### config.mk
export PLATFORM = sky130hd
export DESIGN_NAME = multicycle_control
export DESIGN_NICKNAME = d
export VERILOG_FILES = /design/src/rtl/mips_pkg.sv /design/src/rtl/mc_output_decode.sv /design/src/rtl/multicycle_control.sv
export SDC_FILE = /design/constraint.sdc
export NUM_CORES = 1
export LEC_CHECK = 0
export ABC_CLOCK_PERIOD_IN_PS = 6200
export CAP_MARGIN = 15
export CORE_MARGIN = 3
export CORE_UTILIZATION = 28
export DETAILED_ROUTE_END_ITERATION = 7
export GPL_TIMING_DRIVEN = 0
export HOLD_SLACK_MARGIN = 0.03
export SETUP_SLACK_MARGIN = 0.3
export SYNTH_ARGS = -nofsm -noshare
export SYNTH_HDL_FRONTEND = slang
export SYNTH_SLANG_ARGS = --single-unit
### constraint.sdc
create_clock -name clk -period 6.2 [get_ports clk]
set_input_delay 0.62 -clock clk [delete_from_list [all_inputs] [get_ports clk]]
set_output_delay 0.62 -clock clk [all_outputs]
set_load 0.005 [all_outputs]
### src/rtl/mips_pkg.sv
// Shared definitions for the multi-cycle MIPS-subset core: opcodes, control
// state encoding, mux-select encodings and the bundled control-output struct.
package mips_pkg;

   localparam logic [5:0] OP_RTYPE = 6'b000000;
   localparam logic [5:0] OP_LW    = 6'b100011;
   localparam logic [5:0] OP_SW    = 6'b101011;
   localparam logic [5:0] OP_ADDI  = 6'b001000;
   localparam logic [5:0] OP_ORI   = 6'b001101;
   localparam logic [5:0] OP_BEQ   = 6'b000100;
   localparam logic [5:0] OP_J     = 6'b000010;

   typedef enum logic [3:0] {
      S_RESET    = 4'd0,
      S_FETCH    = 4'd1,
      S_DECODE   = 4'd2,
      S_MEM_ADDR = 4'd3,
      S_MEM_RD   = 4'd4,
      S_MEM_WB   = 4'd5,
      S_MEM_WR   = 4'd6,
      S_EXEC     = 4'd7,
      S_R_WB     = 4'd8,
      S_BRANCH   = 4'd9,
      S_JUMP     = 4'd10,
      S_I_EXEC   = 4'd11,
      S_I_WB     = 4'd12,
      S_HALT     = 4'd13
   } state_t;

   // alu_op encodings, also consumed by the ALU function decoder
   localparam logic [1:0] ALU_ADD   = 2'b00;
   localparam logic [1:0] ALU_SUB   = 2'b01;
   localparam logic [1:0] ALU_FUNCT = 2'b10;
   localparam logic [1:0] ALU_OR    = 2'b11;

   localparam logic [1:0] SRCB_B       = 2'b00;
   localparam logic [1:0] SRCB_FOUR    = 2'b01;
   localparam logic [1:0] SRCB_IMM     = 2'b10;
   localparam logic [1:0] SRCB_IMM_SH2 = 2'b11;

   localparam logic [1:0] PCSRC_ALU    = 2'b00;
   localparam logic [1:0] PCSRC_ALUOUT = 2'b01;
   localparam logic [1:0] PCSRC_JUMP   = 2'b10;

   typedef struct packed {
      logic       pc_write;
      logic       pc_write_cond;
      logic       ir_write;
      logic       mem_read;
      logic       mem_write;
      logic       reg_write;
      logic       i_or_d;
      logic       reg_dst;
      logic       mem_to_reg;
      logic       alu_src_a;
      logic [1:0] alu_src_b;
      logic [1:0] alu_op;
      logic [1:0] pc_source;
      logic       retired;
      logic       illegal;
   } ctrl_t;

endpackage

### src/rtl/mc_output_decode.sv
// Combinational map from control state, latched opcode and mem_ready to every
// datapath strobe and mux select. Only FETCH strobes and MEM_WR retire see mem_ready.
module mc_output_decode
   import mips_pkg::*;
(
   input  state_t      state_i,
   input  logic [5:0]  opcode_i,
   input  logic        mem_ready_i,
   output ctrl_t       ctrl_o
);

   always_comb begin
      ctrl_o = '0;
      case (state_i)
         S_FETCH: begin
            ctrl_o.mem_read  = 1'b1;
            ctrl_o.alu_src_b = SRCB_FOUR;
            ctrl_o.ir_write  = mem_ready_i;
            ctrl_o.pc_write  = mem_ready_i;
         end
         S_DECODE: begin
            ctrl_o.alu_src_b = SRCB_IMM_SH2;
            ctrl_o.alu_op    = ALU_ADD;
         end
         S_MEM_ADDR: begin
            ctrl_o.alu_src_a = 1'b1;
            ctrl_o.alu_src_b = SRCB_IMM;
            ctrl_o.alu_op    = ALU_ADD;
         end
         S_MEM_RD: begin
            ctrl_o.mem_read = 1'b1;
            ctrl_o.i_or_d   = 1'b1;
         end
         S_MEM_WB: begin
            ctrl_o.reg_write  = 1'b1;
            ctrl_o.mem_to_reg = 1'b1;
            ctrl_o.retired    = 1'b1;
         end
         S_MEM_WR: begin
            ctrl_o.mem_write = 1'b1;
            ctrl_o.i_or_d    = 1'b1;
            ctrl_o.retired   = mem_ready_i;
         end
         S_EXEC: begin
            ctrl_o.alu_src_a = 1'b1;
            ctrl_o.alu_src_b = SRCB_B;
            ctrl_o.alu_op    = ALU_FUNCT;
         end
         S_R_WB: begin
            ctrl_o.reg_write = 1'b1;
            ctrl_o.reg_dst   = 1'b1;
            ctrl_o.retired   = 1'b1;
         end
         S_BRANCH: begin
            ctrl_o.alu_src_a     = 1'b1;
            ctrl_o.alu_op        = ALU_SUB;
            ctrl_o.pc_write_cond = 1'b1;
            ctrl_o.pc_source     = PCSRC_ALUOUT;
            ctrl_o.retired       = 1'b1;
         end
         S_JUMP: begin
            ctrl_o.pc_write  = 1'b1;
            ctrl_o.pc_source = PCSRC_JUMP;
            ctrl_o.retired   = 1'b1;
         end
         S_I_EXEC: begin
            ctrl_o.alu_src_a = 1'b1;
            ctrl_o.alu_src_b = SRCB_IMM;
            ctrl_o.alu_op    = (opcode_i == OP_ORI) ? ALU_OR : ALU_ADD;
         end
         S_I_WB: begin
            ctrl_o.reg_write = 1'b1;
            ctrl_o.retired   = 1'b1;
         end
         S_HALT: begin
            ctrl_o.illegal = 1'b1;
         end
         default: ;
      endcase
   end

endmodule

### src/rtl/multicycle_control.sv
// Main control FSM of the multi-cycle core: state register, opcode latch,
// next-state sequencing with memory stalls, and the retired-instruction counter.
module multicycle_control
   import mips_pkg::*;
(
   input  logic        clk,
   input  logic        rst_n,
   input  logic [5:0]  opcode,
   input  logic        mem_ready,
   output logic        pc_write,
   output logic        pc_write_cond,
   output logic        ir_write,
   output logic        mem_read,
   output logic        mem_write,
   output logic        reg_write,
   output logic        i_or_d,
   output logic        reg_dst,
   output logic        mem_to_reg,
   output logic        alu_src_a,
   output logic [1:0]  alu_src_b,
   output logic [1:0]  alu_op,
   output logic [1:0]  pc_source,
   output logic        retired,
   output logic [31:0] retire_count,
   output logic        illegal,
   output logic [3:0]  state
);

   state_t      state_q, state_d;
   logic [5:0]  opcode_q, opcode_d;
   logic [31:0] retire_count_q, retire_count_d;
   ctrl_t       ctrl;

   mc_output_decode u_decode (
      .state_i     (state_q),
      .opcode_i    (opcode_q),
      .mem_ready_i (mem_ready),
      .ctrl_o      (ctrl)
   );

   always_comb begin
      state_d        = state_q;
      opcode_d       = opcode_q;
      retire_count_d = retire_count_q + {31'd0, ctrl.retired};
      case (state_q)
         S_RESET:  state_d = S_FETCH;
         S_FETCH:  if (mem_ready) state_d = S_DECODE;
         S_DECODE: begin
            opcode_d = opcode;
            case (opcode)
               OP_RTYPE:        state_d = S_EXEC;
               OP_LW, OP_SW:    state_d = S_MEM_ADDR;
               OP_ADDI, OP_ORI: state_d = S_I_EXEC;
               OP_BEQ:          state_d = S_BRANCH;
               OP_J:            state_d = S_JUMP;
               default:         state_d = S_HALT;
            endcase
         end
         S_MEM_ADDR: state_d = (opcode_q == OP_LW) ? S_MEM_RD : S_MEM_WR;
         S_MEM_RD:   if (mem_ready) state_d = S_MEM_WB;
         S_MEM_WR:   if (mem_ready) state_d = S_FETCH;
         S_EXEC:     state_d = S_R_WB;
         S_I_EXEC:   state_d = S_I_WB;
         S_MEM_WB, S_R_WB, S_BRANCH, S_JUMP, S_I_WB: state_d = S_FETCH;
         S_HALT:     state_d = S_HALT;
         default:    state_d = S_RESET;
      endcase
   end

   always_ff @(posedge clk or negedge rst_n) begin
      if (!rst_n) begin
         state_q        <= S_RESET;
         opcode_q       <= '0;
         retire_count_q <= '0;
      end else begin
         state_q        <= state_d;
         opcode_q       <= opcode_d;
         retire_count_q <= retire_count_d;
      end
   end

   assign pc_write      = ctrl.pc_write;
   assign pc_write_cond = ctrl.pc_write_cond;
   assign ir_write      = ctrl.ir_write;
   assign mem_read      = ctrl.mem_read;
   assign mem_write     = ctrl.mem_write;
   assign reg_write     = ctrl.reg_write;
   assign i_or_d        = ctrl.i_or_d;
   assign reg_dst       = ctrl.reg_dst;
   assign mem_to_reg    = ctrl.mem_to_reg;
   assign alu_src_a     = ctrl.alu_src_a;
   assign alu_src_b     = ctrl.alu_src_b;
   assign alu_op        = ctrl.alu_op;
   assign pc_source     = ctrl.pc_source;
   assign retired       = ctrl.retired;
   assign illegal       = ctrl.illegal;
   assign retire_count  = retire_count_q;
   assign state         = state_q;

endmodule

; Word-level counts from Yosys, hierarchy flattened
; Index checks and enable logic that the tools add are counted.
[word_totals]
reg_bits = 42
inputBits = 9
word_cells = 62
[op_classes]
addsub = 1
eq_ne = 24
muxes = 22
n_reduce_logical = 12
[op_table]
columns = operator, n
row1 = 4-bit case mux with 9 select lines, 1
row2 = 32-bit by 1-bit adder with 32-bit output, 1
row3 = 4-bit == test (second input constant), 6
row4 = 4-bit case mux with 5 select lines, 1
row5 = 6-bit by 4-bit == test with 1-bit output (second input constant), 3
row6 = 6-bit == test (second input constant), 3
row7 = 4-bit by 3-bit == test with 1-bit output (second input constant), 4
row8 = 4-bit two-way mux, 3
row9 = 2-bit case mux with 3 select lines, 2
row10 = 1-bit two-way mux, 10
row11 = 2-bit OR reduction, 5
row12 = 4-bit by 2-bit == test with 1-bit output (second input constant), 2
row13 = 6-bit by 2-bit == test with 1-bit output (second input constant), 1
row14 = 6-bit by 3-bit == test with 1-bit output (second input constant), 1
row15 = 6-bit logical NOT, 1
row16 = 2-bit inequality test (second input constant), 3
row17 = 6-bit OR reduction, 1
row18 = 5-bit OR reduction, 1
row19 = 4-bit by 1-bit == test with 1-bit output (second input constant), 1
row20 = 4-bit logical NOT, 1
row21 = 2-bit two-way mux, 2
row22 = 1-bit case mux with 2 select lines, 2
row23 = 2-bit case mux with 2 select lines, 1
row24 = 4-bit OR reduction, 1
row25 = 2 further kinds, 2

; Logic depth before layout (Yosys ltp)
; Gate-level depths: netlist of the first run.
[depth]
ltp_word = 4
ltp_mapped = 11

; Hierarchy
; A second synthesis of the first run with hierarchy kept.
[unflattened]
hier_cells = 248
hier_area_um2 = 2334.7
[by_module_without_submodules]
columns = module, instances, cells_each, area_each_um2
row1 = multicycle_control, 1, 201, 2073.2
row2 = mc_output_decode, 1, 47, 261.5

; Worst setup path before layout of the first run
; OpenSTA, ideal clock, no wires.
[synth_timing]
path_type = register to register
from = register state_q[1], in the netlist state[1]
to = register retire_count_q[26], in the netlist retire_count[26]
setup_time_ns = 0.124
t_arrival_ns = 2.350
required_ns = 6.076
slack_ns = 3.726
path_stages_with_launch = 11
n_path_buf = 1
period_less_slack_ns = 2.474
cell_sequence = dfrtp_1 > clkbuf_1 > nand2b_1 > a21boi_0 > o21ai_0 > ha_1 > ha_1 > nand4_1 > nor3_1 > nand4_1 > xnor2_1
[synth_via]
elab_chain_cells = 4
elab_cells_between_ends = 9
[synth_rtl]
columns = item, line
row1 = "start, declared", multicycle_control.sv:29  ; state_t state_q, state_d;
row2 = "start signal, assigned", multicycle_control.sv:76  ; state_q <= state_d;
row3 = 4-bit == test or 4-bit by 3-bit == test with 1-bit output (tied branches), mc_output_decode.sv:14  ; case (state_i)
row4 = 5-bit OR reduction (no source line), --
row5 = 1-bit case mux with 2 select lines *, mc_output_decode.sv:14
row6 = net retired, multicycle_control.sv:23  ; output logic retired,
row7 = 32-bit by 1-bit adder with 32-bit output *, multicycle_control.sv:44  ; retire_count_d = retire_count_q + {31'd0, ctrl.retired};
row8 = net retire_count_d[26], multicycle_control.sv:31  ; logic [31:0] retire_count_q, retire_count_d;
row9 = "end signal, assigned", multicycle_control.sv:78  ; retire_count_q <= retire_count_d;
row10 = "end, declared", multicycle_control.sv:31
; The timed path passes the listed nets; every way through them passes the cells marked *.
; A chain may end at the register's enable or synchronous reset.

; Worst setup path after layout of the first run
[layout_timing]
from = input mem_ready
to = register retire_count_q[26], in the netlist retire_count[26]
[layout_via]
elab_chain_cells = 2
[layout_rtl]
columns = item, line
row1 = "start, declared", multicycle_control.sv:9  ; input logic mem_ready,
row2 = 1-bit case mux with 2 select lines, mc_output_decode.sv:14
row3 = 32-bit by 1-bit adder with 32-bit output, multicycle_control.sv:44
row4 = net retire_count_d[26], multicycle_control.sv:31
; The timed path passes the listed nets, and every way through them passes these cells.

==> metrics, run 1 <==
clock-pin slew on the worst setup and hold paths=around 80 ps; area of the multi-input gates=1170 um2; Ys Warns=0; Sink Count=42; slew at the pin closest to its max-slew limit=704 ps; flops & latches, synth=42; Die Footprint=9350 um2; Layout Nets=308; largest family of logic cells by synthesized area=simple AND/OR/NAND/NOR gates; Antenna Cells=0; DR vias=~2000; sequential fraction of the synthesis area=roughly 46%; Post-Route WL=5.58 mm; Post-Place Cells=392; DPL Wire Length=slightly above 4 mm; synthesized netlist cell count=about 230; Fmax achieved=329 MHz; Detailed Route Iter0 Violations=44; Area contributors post-synth=dfrtp_1 (46%), xnor2_1 (6.8%), xor2_1 (5.3%); Layout Cells excl Fill=400; Pwr Density=313 nW/um2; EDFF count, synth=0; Worst Setup SP=mem_ready; relative slew slack=52.7%; Top-Level Pins=63; Clock Skew=12.8 ps; Initial Utilization=29.4%; final hold slack=168 ps; Compound-Gate Fraction of Synth Area=8.96%; WP data required=6380 ps; # resized after CTS=0; area post-placement=around 3000 um2; vias in the first global route=1933; drt drc=0; worst-skew pair later-pin latency=290 ps; class of the most critical setup path=in -> reg; Yosys cell types=45; share of the synthesized area in the top cell type=between 40% and 50%; r2r worst-path depth=10; Synth Area in Adders=1.09%; Synth Area in Simple Gates=25.1%; Synth Cell Area=2300 um2; TritonCTS Buffers=5; CTS Buffer Depth=2; Tcrit/Tclk final=49.1%; I/O Buffers=between 60 and 70; endpoints failing setup=0; mux share of post-synthesis cell area=~3.4%; first-pass GRT wire length=9.60 mm; leakage=1.31 nW; Arr. time, crit path=3220 ps; Slew Limit Fails=0; RR Startpoint=state[1]; syn nets=between 200 and 250; syn_area_per_cell=a little over 10 um2; Core Footprint=7850 um2; Fin. Hold Viols=0; Final GP Congestion=0.830; fillers=801; Synth area leader=dfrtp_1; Crit. End Element=register; fin crit period=between 3000 and 4000 ps; Die Wd=96.7 um; # H-tree levels=2; worst vdd ir=0.169 mV; Area Growth Syn to Fin=37.3%; drt first pass iters=4; Via-to-Cell Ratio=4.93; layout cells sized above 1=9.73%; register area=1050 um2; outcome=completed; top_reg_cell synth=dfrtp_1; RSZ-0062 raised after global routing=no; setup TNS=0 ps; Core Rows=32; total chip power=just under 1 mW; CTS Root Cell=clkbuf_8; ANT nets after route=0; CP Max Fanout=5; top cell types by occurrence after synthesis=dfrtp_1 (42), nor2_1 (19), xnor2_1 (18), nand2_1 (15), xor2_1 (14); dominant cell by count in the synthesized netlist=dfrtp_1; largest net degree at the start of global routing=36; xor-xnor portion of the synthesized cell area=around an eighth; CTS tree=done; initial antenna violation count=0; hold_buf cts=0; HP Class=in -> async; Post-CTS Repair Setup Buffers=0; worst r2r dst=retire_count[26]; Die Y=96.7 um; worst reg2reg setup slack=3210 ps; design area=roughly 3200 um2; max cap viols=0; GRT Util Overall=12.3%; CP startpoint kind=input port; Post-synth ARST share=100%; DR WL/cell=roughly 14 um; GRT overflow=0
placed cells by master (no fill, tap or decap), types with 2 or more instances in the layout:
master           instances
nor3_1                  13
xnor2_1                 18
a21boi_0                 2
dfrtp_1                 42
xor2_1                  14
nor4_2                   4
clkbuf_8                 5
nand2b_1                 5
a221oi_1                 2
and3_1                   3
mux2_2                   7
ha_1                     2
nand2_1                 15
o22ai_1                  2
o31ai_1                  3
nor2_1                  19
a2111o_1                 2
inv_1                    6
o21ai_0                  8
nand4_1                 11
nor4_1                   2
nor3b_1                  2
a21oi_1                  5
nand3_1                 10
and4_1                   3
clkbuf_1                 9
buf_6                    2
clkdlybuf4s50_1         60
area by class of cell:
cell class | instances | area share (%)
multi-input cells | 169 | 36.9
flip-flops and latches | 42 | 33.2
repair buffers | 62 | 19.8
well taps | 102 | 4.03
clock buffers | 7 | 2.41
plain buffers | 11 | 1.94
clock inverters | 1 | 0.949
inverters | 6 | 0.712
registers in the layout (all words and copies together) (netlist names):
| register | flops |
|---|---|
| opcode_q | 6 |
| retire_count | 32 |
| state | 4 |
power breakdown:
part / internal, mW / switching (mW) / total [mW] / leakage [nW]
combinational: 0.217 / 0.187 / 0.404 / 0.711
clock: 0.121 / 0.0905 / 0.211 / 0.0524
sequential: 0.324 / 0.0508 / 0.375 / 0.544
total: 0.661 / 0.328 / 0.989 / 1.31
metrics by stage:
step	utilization (%)	worst slack [ps]
floorplan	-	3730
global placement	38.8	2830
detailed placement	39.0	2790
CTS	40.3	3100
global route	40.3	2910
finish	40.3	3160
layer usage:
layer  up-vias  GRT usage [%]  wire length, um
met5         -              0                0
met4         0           3.35               62
met3         7           3.53              267
met2        54           19.9             2640
met1       950           16.2             2610
li1        960              -                -
logic make-up after synthesis:
| logic type | count (synthesis) |
|---|---|
| xor gates and xnor gates | 32 |
| adders and majority gates | 2 |
| DFF | 42 |
| and+or+nand+nor | 98 |
| muxes | 7 |
| AOI/OAI and AO/OA | 30 |
| buffers and inverters | 17 |
worst max-delay path, cell delays in order:
cell             delay, ps
clkdlybuf4s50_1        550
and2_1                 200
a21boi_0                90
o21ai_0                290
ha_1                   270
ha_1                   240
nand4_1                210
nor3_1                 420
nand4_1                180
xnor2_1                160
how the worst max path moves through the flow:
stage                       end  slack (ps)  cells after the start
2_1_floorplan  retire_count[26]        3730                     10
3_3_place_gp   retire_count[26]        2830                     10
3_5_place_dp   retire_count[26]        2790                     10
4_1_cts        retire_count[26]        3100                     10
5_1_grt        retire_count[26]        2910                     10
6_report       retire_count[26]        3160                     10
Power figures use the tool's default switching activity.
==> run 2: changes to the inputs <==
Settings changed: ABC_CLOCK_PERIOD_IN_PS 6200 to 2940.
Clock period 6.2 ns to 2.94 ns, I/O delays scaled along.
==> metrics, run 2 (synthesis gave the netlist of run 1 again) <==
Fmax achieved=423 MHz; drt drc=0 (unchanged); Reg power frac=36.7% (was 37.9%); Worst Setup SP=state[1] (was mem_ready); internal power=1.46 mW (was 0.661 mW); leakage=1.38 nW (was 1.31 nW); Top-Level Pins=63 (unchanged); CTS Buffer Depth=2 (unchanged); Arr. time, crit path=2580 ps (was 3220 ps); total chip power=2.17 mW (was 0.989 mW); Slew Limit Fails=0 (unchanged); DR vias=1998 (was 1971); Die Wd=96.7 um (unchanged); Post-Route WL=5.64 mm (was 5.58 mm); Initial Utilization=29.4% (unchanged); worst r2r dst=retire_count[20] (was retire_count[26]); pre-CTS setup slack=-142 ps (was 2790 ps); I/O Buffers=61 (unchanged); DPL Wire Length=4.15 mm (unchanged); Via-to-Cell Ratio=4.92 (was 4.93); Final Util=41.7% (was 40.3%); Die Y=96.7 um (unchanged); worst vdd ir=0.349 mV (was 0.169 mV); worst reg2reg setup slack=580 ps (was 3210 ps); fin crit period=2360 ps; HP Start=opcode[2]; drt first pass iters=4 (unchanged); vias in the first global route=1941 (was 1933); Crit. End Element=register (unchanged); CP startpoint kind=register (was input port); layout cells sized above 1=16.1% (was 9.73%); HP Class=in -> reg (was in -> async); Area Growth Syn to Fin=42.2% (was 37.3%); largest net degree at the start of global routing=36 (unchanged); Post-Place Cells=392 (unchanged); RR Startpoint=state[1] (unchanged); CTS Root Cell=clkbuf_8 (unchanged); # H-tree levels=2 (unchanged); most common cell after layout, fill and taps aside=clkdlybuf4s50_1 (unchanged); first-pass GRT wire length=9.68 mm (was 9.60 mm); WP data required=3150 ps (was 6380 ps); clock-pin slew on the worst setup and hold paths=80 ps (about the same); Layout Nets=314 (was 308); GRT overflow=0 (unchanged); CP endpoint=retire_count[20] (was retire_count[26]); endpoints failing setup=0 (unchanged); worst setup margin=575 ps (was 3160 ps); outcome=completed (unchanged); clock network fraction of design power=20.5% (was 21.3%); CTS tree=done (unchanged); max cap viols=0 (unchanged); most frequent cells in the layout=clkdlybuf4s50_1 (60), dfrtp_1 (42), nor2_1 (19) (unchanged); slew at the pin closest to its max-slew limit=700 ps (was 704 ps); Comb power frac=42.8% (was 40.8%); Tcrit/Tclk final=80.4%; DR WL/cell=13.9 um (was 14.0 um); GRT Util Overall=12.4% (was 12.3%); Final GP Congestion=0.830 (unchanged); class of the most critical setup path=reg -> reg (was in -> reg); Core Footprint=7850 um2 (unchanged); worst-skew pair later-pin latency=290 ps (about the same); initial antenna violation count=0 (unchanged); CP Max Fanout=10 (was 5); Sw Ratio=32.7% (was 33.2%); Sink Count=42 (unchanged); fillers=792 (was 801); Detailed Route Iter0 Violations=63 (was 44); r2r worst-path depth=10 (unchanged); Die Footprint=9350 um2 (unchanged); Net Sw Power=0.710 mW (was 0.328 mW); RSZ-0062 raised after global routing=no (unchanged); relative slew slack=52.9% (was 52.7%); ANT nets after route=0 (unchanged); Antenna Cells=0 (unchanged); Pwr Density=663 nW/um2 (was 313 nW/um2); Clock Skew=10.9 ps (was 12.8 ps); Core Rows=32 (unchanged); TritonCTS Buffers=5 (unchanged); Layout Cells excl Fill=406 (was 400); Fin. Hold Viols=0 (unchanged); max reg flops=32 (unchanged)
[run 2: routing by layer]
metal,GRT usage [%],wire length (um)
met1,16.4,2630
met2,20.0,2700
met3,3.53,257
met4,3.35,46
met5,0,0
[run 2: worst min path at each step]
stage | endpoint | slack [ps] | cells after the start
6_report | state[3] | 350 | 3
5_1_grt | state[3] | 360 | 3
4_1_cts | state[3] | 340 | 3
3_5_place_dp | retire_count[18] | 160 | 1
3_3_place_gp | retire_count[31] | 460 | 1
2_1_floorplan | opcode_q[0] | -2 | 0
[run 2: through the flow]
step / hold slack, ps / TNS [ps] / area [um2]
after floorplan: -1.59 / 0 / 2300
after detailed placement: 162 / -448 / 3060
after global routing: 359 / 0 / 3280
after CTS: 342 / 0 / 3210
after global placement: 460 / -282 / 3040
final: 354 / 0 / 3280
[run 2: power by group through the flow]
stage                     Clock (mW)  Combinational, mW  Sequential, mW
final                          0.444              0.930           0.796
after global routing           0.493               1.03           0.818
after detailed placement           0              0.857           0.803
after global placement             0              0.851           0.799
after floorplan                    0              0.440           0.786
after CTS                      0.464              0.884           0.792
[run 2: timing repair]
action	4_1_cts	5_1_grt
hold endpoints to repair	7	0
gates resized for setup	9	21
endpoints found under the setup margin	16	18
hold buffers	1	0
setup buffers	2	3
pin swaps	1	4
[run 2: worst max-delay path, cell delays in order, from the launching register on]
cell and delay [ps]:
dfrtp_1 410, clkbuf_4 190, nand2b_4 180, a21boi_0 150, o21ai_2 170, ha_2 240, ha_4 160, and4_2 280
nand2_1 160, nor3_1 210, xnor2_1 140
[run 2: final cells by class]
cell class / instances / area, um2 / area share (%)
flip-flops and latches: 42 / 1050 / 32.1
plain buffers: 11 / 77.6 / 2.37
multi-input cells: 169 / 1220 / 37.2
well taps: 102 / 128 / 3.90
clock inverters: 1 / 30.0 / 0.917
repair buffers: 68 / 673 / 20.6
clock buffers: 7 / 76.3 / 2.33
inverters: 6 / 22.5 / 0.688
==> run 3: changes to the inputs <==
Settings changed: ABC_CLOCK_PERIOD_IN_PS 2940 to 2410.
Clock period 2.94 ns to 2.41 ns, I/O delays scaled along.
==> metrics, run 3 (synthesis gave the netlist of run 1 again) <==
vias in the first global route=2012 (was 1941); Core Rows=32 (unchanged); Die Y=96.7 um (unchanged); clock-pin slew on the worst setup and hold paths=80 ps (about the same); area post-placement=3140 um2 (was 3060 um2); RR Startpoint=state[1] (unchanged); Worst Setup SP=mem_ready (was state[1]); I/O Buffers=61 (unchanged); Die Footprint=9350 um2 (unchanged); Area Growth Syn to Fin=61.1% (was 42.2%); drt first pass iters=4 (unchanged); Layout Cells excl Fill=421 (was 406); Layout Nets=329 (was 314); first-pass GRT wire length=10.3 mm (was 9.68 mm); RSZ-0062 raised after global routing=yes (was no); HP Class=in -> reg (unchanged); relative slew slack=52.1% (was 52.9%); Final GP Congestion=0.886 (was 0.830); ANT nets after route=0 (unchanged); HP Start=opcode[2] (unchanged); pre-CTS setup slack=-252 ps (was -142 ps); worst vdd ir=0.281 mV (was 0.349 mV); most common cell after layout, fill and taps aside=clkdlybuf4s50_1 (unchanged); Die Wd=96.7 um (unchanged); worst setup margin=98.1 ps (was 575 ps); clock network fraction of design power=18.3% (was 20.5%); Post-Route WL=6.37 mm (was 5.64 mm); WP data required=2580 ps (was 3150 ps); TritonCTS Buffers=5 (unchanged); Post-Place Cells=392 (unchanged); Slew Limit Fails=0 (unchanged); endpoints failing setup=0 (unchanged); Net Sw Power=1.01 mW (was 0.710 mW); largest net degree at the start of global routing=28 (was 36); Sw Ratio=34.3% (was 32.7%); layout cells sized above 1=29.5% (was 16.1%); CP startpoint kind=input port (was register); Via-to-Cell Ratio=5.01 (was 4.92); slew at the pin closest to its max-slew limit=711 ps (was 700 ps); CTS Buffer Depth=2 (unchanged); Pwr Density=797 nW/um2 (was 663 nW/um2); leakage=1.77 nW (was 1.38 nW); max reg flops=32 (unchanged); Detailed Route Iter0 Violations=156 (was 63); Core Footprint=7850 um2 (unchanged); internal power=1.94 mW (was 1.46 mW); Top-Level Pins=63 (unchanged); class of the most critical setup path=in -> reg (was reg -> reg); CP cell instances=clkdlybuf4s50_1 -> and2_2 -> a21boi_4 -> o21ai_4 -> ha_4 -> ha_4 -> buf_4 -> buf_6 -> and4_4 -> buf_6 -> nand4_1 -> xnor2_1 (was clkbuf_4 -> nand2b_4 -> a21boi_0 -> o21ai_2 -> ha_2 -> ha_4 -> and4_2 -> nand2_1 -> nor3_1 -> xnor2_1); Crit-path slowest cell=clkdlybuf4s50_1 (was dfrtp_1); CP delay by family, top=buffers and inverters (was simple AND/OR/NAND/NOR gates); CTS tree=done (unchanged); drt drc=0 (unchanged); Antenna Cells=0 (unchanged); fin crit period=roughly 2300 ps; setup TNS=0 ps (unchanged); fillers=751 (was 792); CP Max Fanout=5 (was 10); most frequent cells in the layout=clkdlybuf4s50_1 (51), dfrtp_1 (41), buf_4 (19) (was clkdlybuf4s50_1 (60), dfrtp_1 (42), nor2_1 (19)); Initial Utilization=29.4% (unchanged); Reg power frac=34.0% (was 36.7%); # H-tree levels=2 (unchanged); GRT overflow=0 (unchanged); Comb power frac=47.7% (was 42.8%); Tcrit/Tclk final=a little over nine tenths; CTS Root Cell=clkbuf_8 (unchanged); DPL Wire Length=4.41 mm (was 4.15 mm); Fmax achieved=433 MHz; Clock Skew=3.44 ps (was 10.9 ps); Arr. time, crit path=2490 ps (was 2580 ps); Buf/Inv on CP=4 (was 1); DR vias=2108 (was 1998); Fin. Hold Viols=0 (unchanged); design area=3710 um2 (was 3280 um2); outcome=completed (unchanged); DR WL/cell=15.1 um (was 13.9 um); max cap viols=0 (unchanged); Crit. End Element=register (unchanged); GRT Util Overall=13.3% (was 12.4%); Sink Count=42 (unchanged); initial antenna violation count=0 (unchanged); max incr delay on CP=580 ps (was 410 ps); worst-skew pair later-pin latency=290 ps (about the same)
-- run 3: cell types whose count changed in the layout (fill, tap and decap cells not counted), moves of 3 or more --
cell	before	now
nand2_1	15	11
dlymetal6s2s_1	0	8
clkbuf_2	5	1
buf_6	2	5
clkdlybuf4s50_1	60	51
nor3_4	1	9
nor4_4	0	3
nor2_1	19	13
nor2_4	0	4
nor3_1	10	4
nor4_2	4	1
buf_4	7	19
-- run 3: power groups by stage --
stage	clock, mW	sequential, mW	combinational, mW
after floorplan	0	0.968	0.596
after global placement	0	0.996	1.11
after detailed placement	0	1.00	1.12
after CTS	0.556	0.995	1.26
after global routing	0.592	1.03	1.53
final	0.540	1.00	1.41
-- run 3: what timing repair did --
item	in CTS	in global routing
pin swaps	24	22
endpoints found under the setup margin	39	39
resized for setup	37	44
hold buffers	1	0
buffers inserted	11	9
endpoints found under the hold margin	15	0
-- run 3: layout make-up --
class                      instances  area [um2]  share of cell area, %
inverter                           6        26.3                  0.708
multi-input combinational        169        1450                   39.1
tap                              102         128                   3.44
buffer                            11         124                   3.34
clock inverter                     3        40.0                   1.08
clock buffer                       5        68.8                   1.85
sequential                        42        1050                   28.4
timing repair buffer              83         820                   22.1
-- run 3: worst paths after layout --
check	to	slack [ps]	cells past startpoint
max	retire_count[8]	100	12
min	state[3]	300	3
max reg2reg	retire_count[8]	110	12
min reg2reg	retire_count[31]	490	1
max in group asynchronous	retire_count[5]	1560	3
min in group asynchronous	retire_count[18]	390	2
-- run 3: per-layer routing --
metal | GRT usage [%] | vias to the layer above | share of wire, %
li1 | - | 1002 | -
met3 | 2.88 | 13 | 4.5
met2 | 21.3 | 53 | 51
met4 | 5.18 | 0 | 1.9
met1 | 17.4 | 1040 | 42
met5 | 0 | - | 0
-- run 3: worst register-to-register path: cells and delay by family (launching register included) --
family                     cells  cell delay (ps)
DFF                            1              410
xor gates and xnor gates       1              150
adders and majority gates      2              310
and+or+nand+nor                3              520
AOI/OAI and AO/OA              2              330
buffers and inverters          4              450
-- run 3: through the flow --
step           hold slack, ps  power (mW)  utilization [%]
6_report                  297        2.96             47.3
4_1_cts                   289        2.81             44.4
2_1_floorplan           -54.6        1.56                -
3_3_place_gp              459        2.11             39.8
3_5_place_dp              178        2.12             40.0
5_1_grt                   331        3.15             47.3
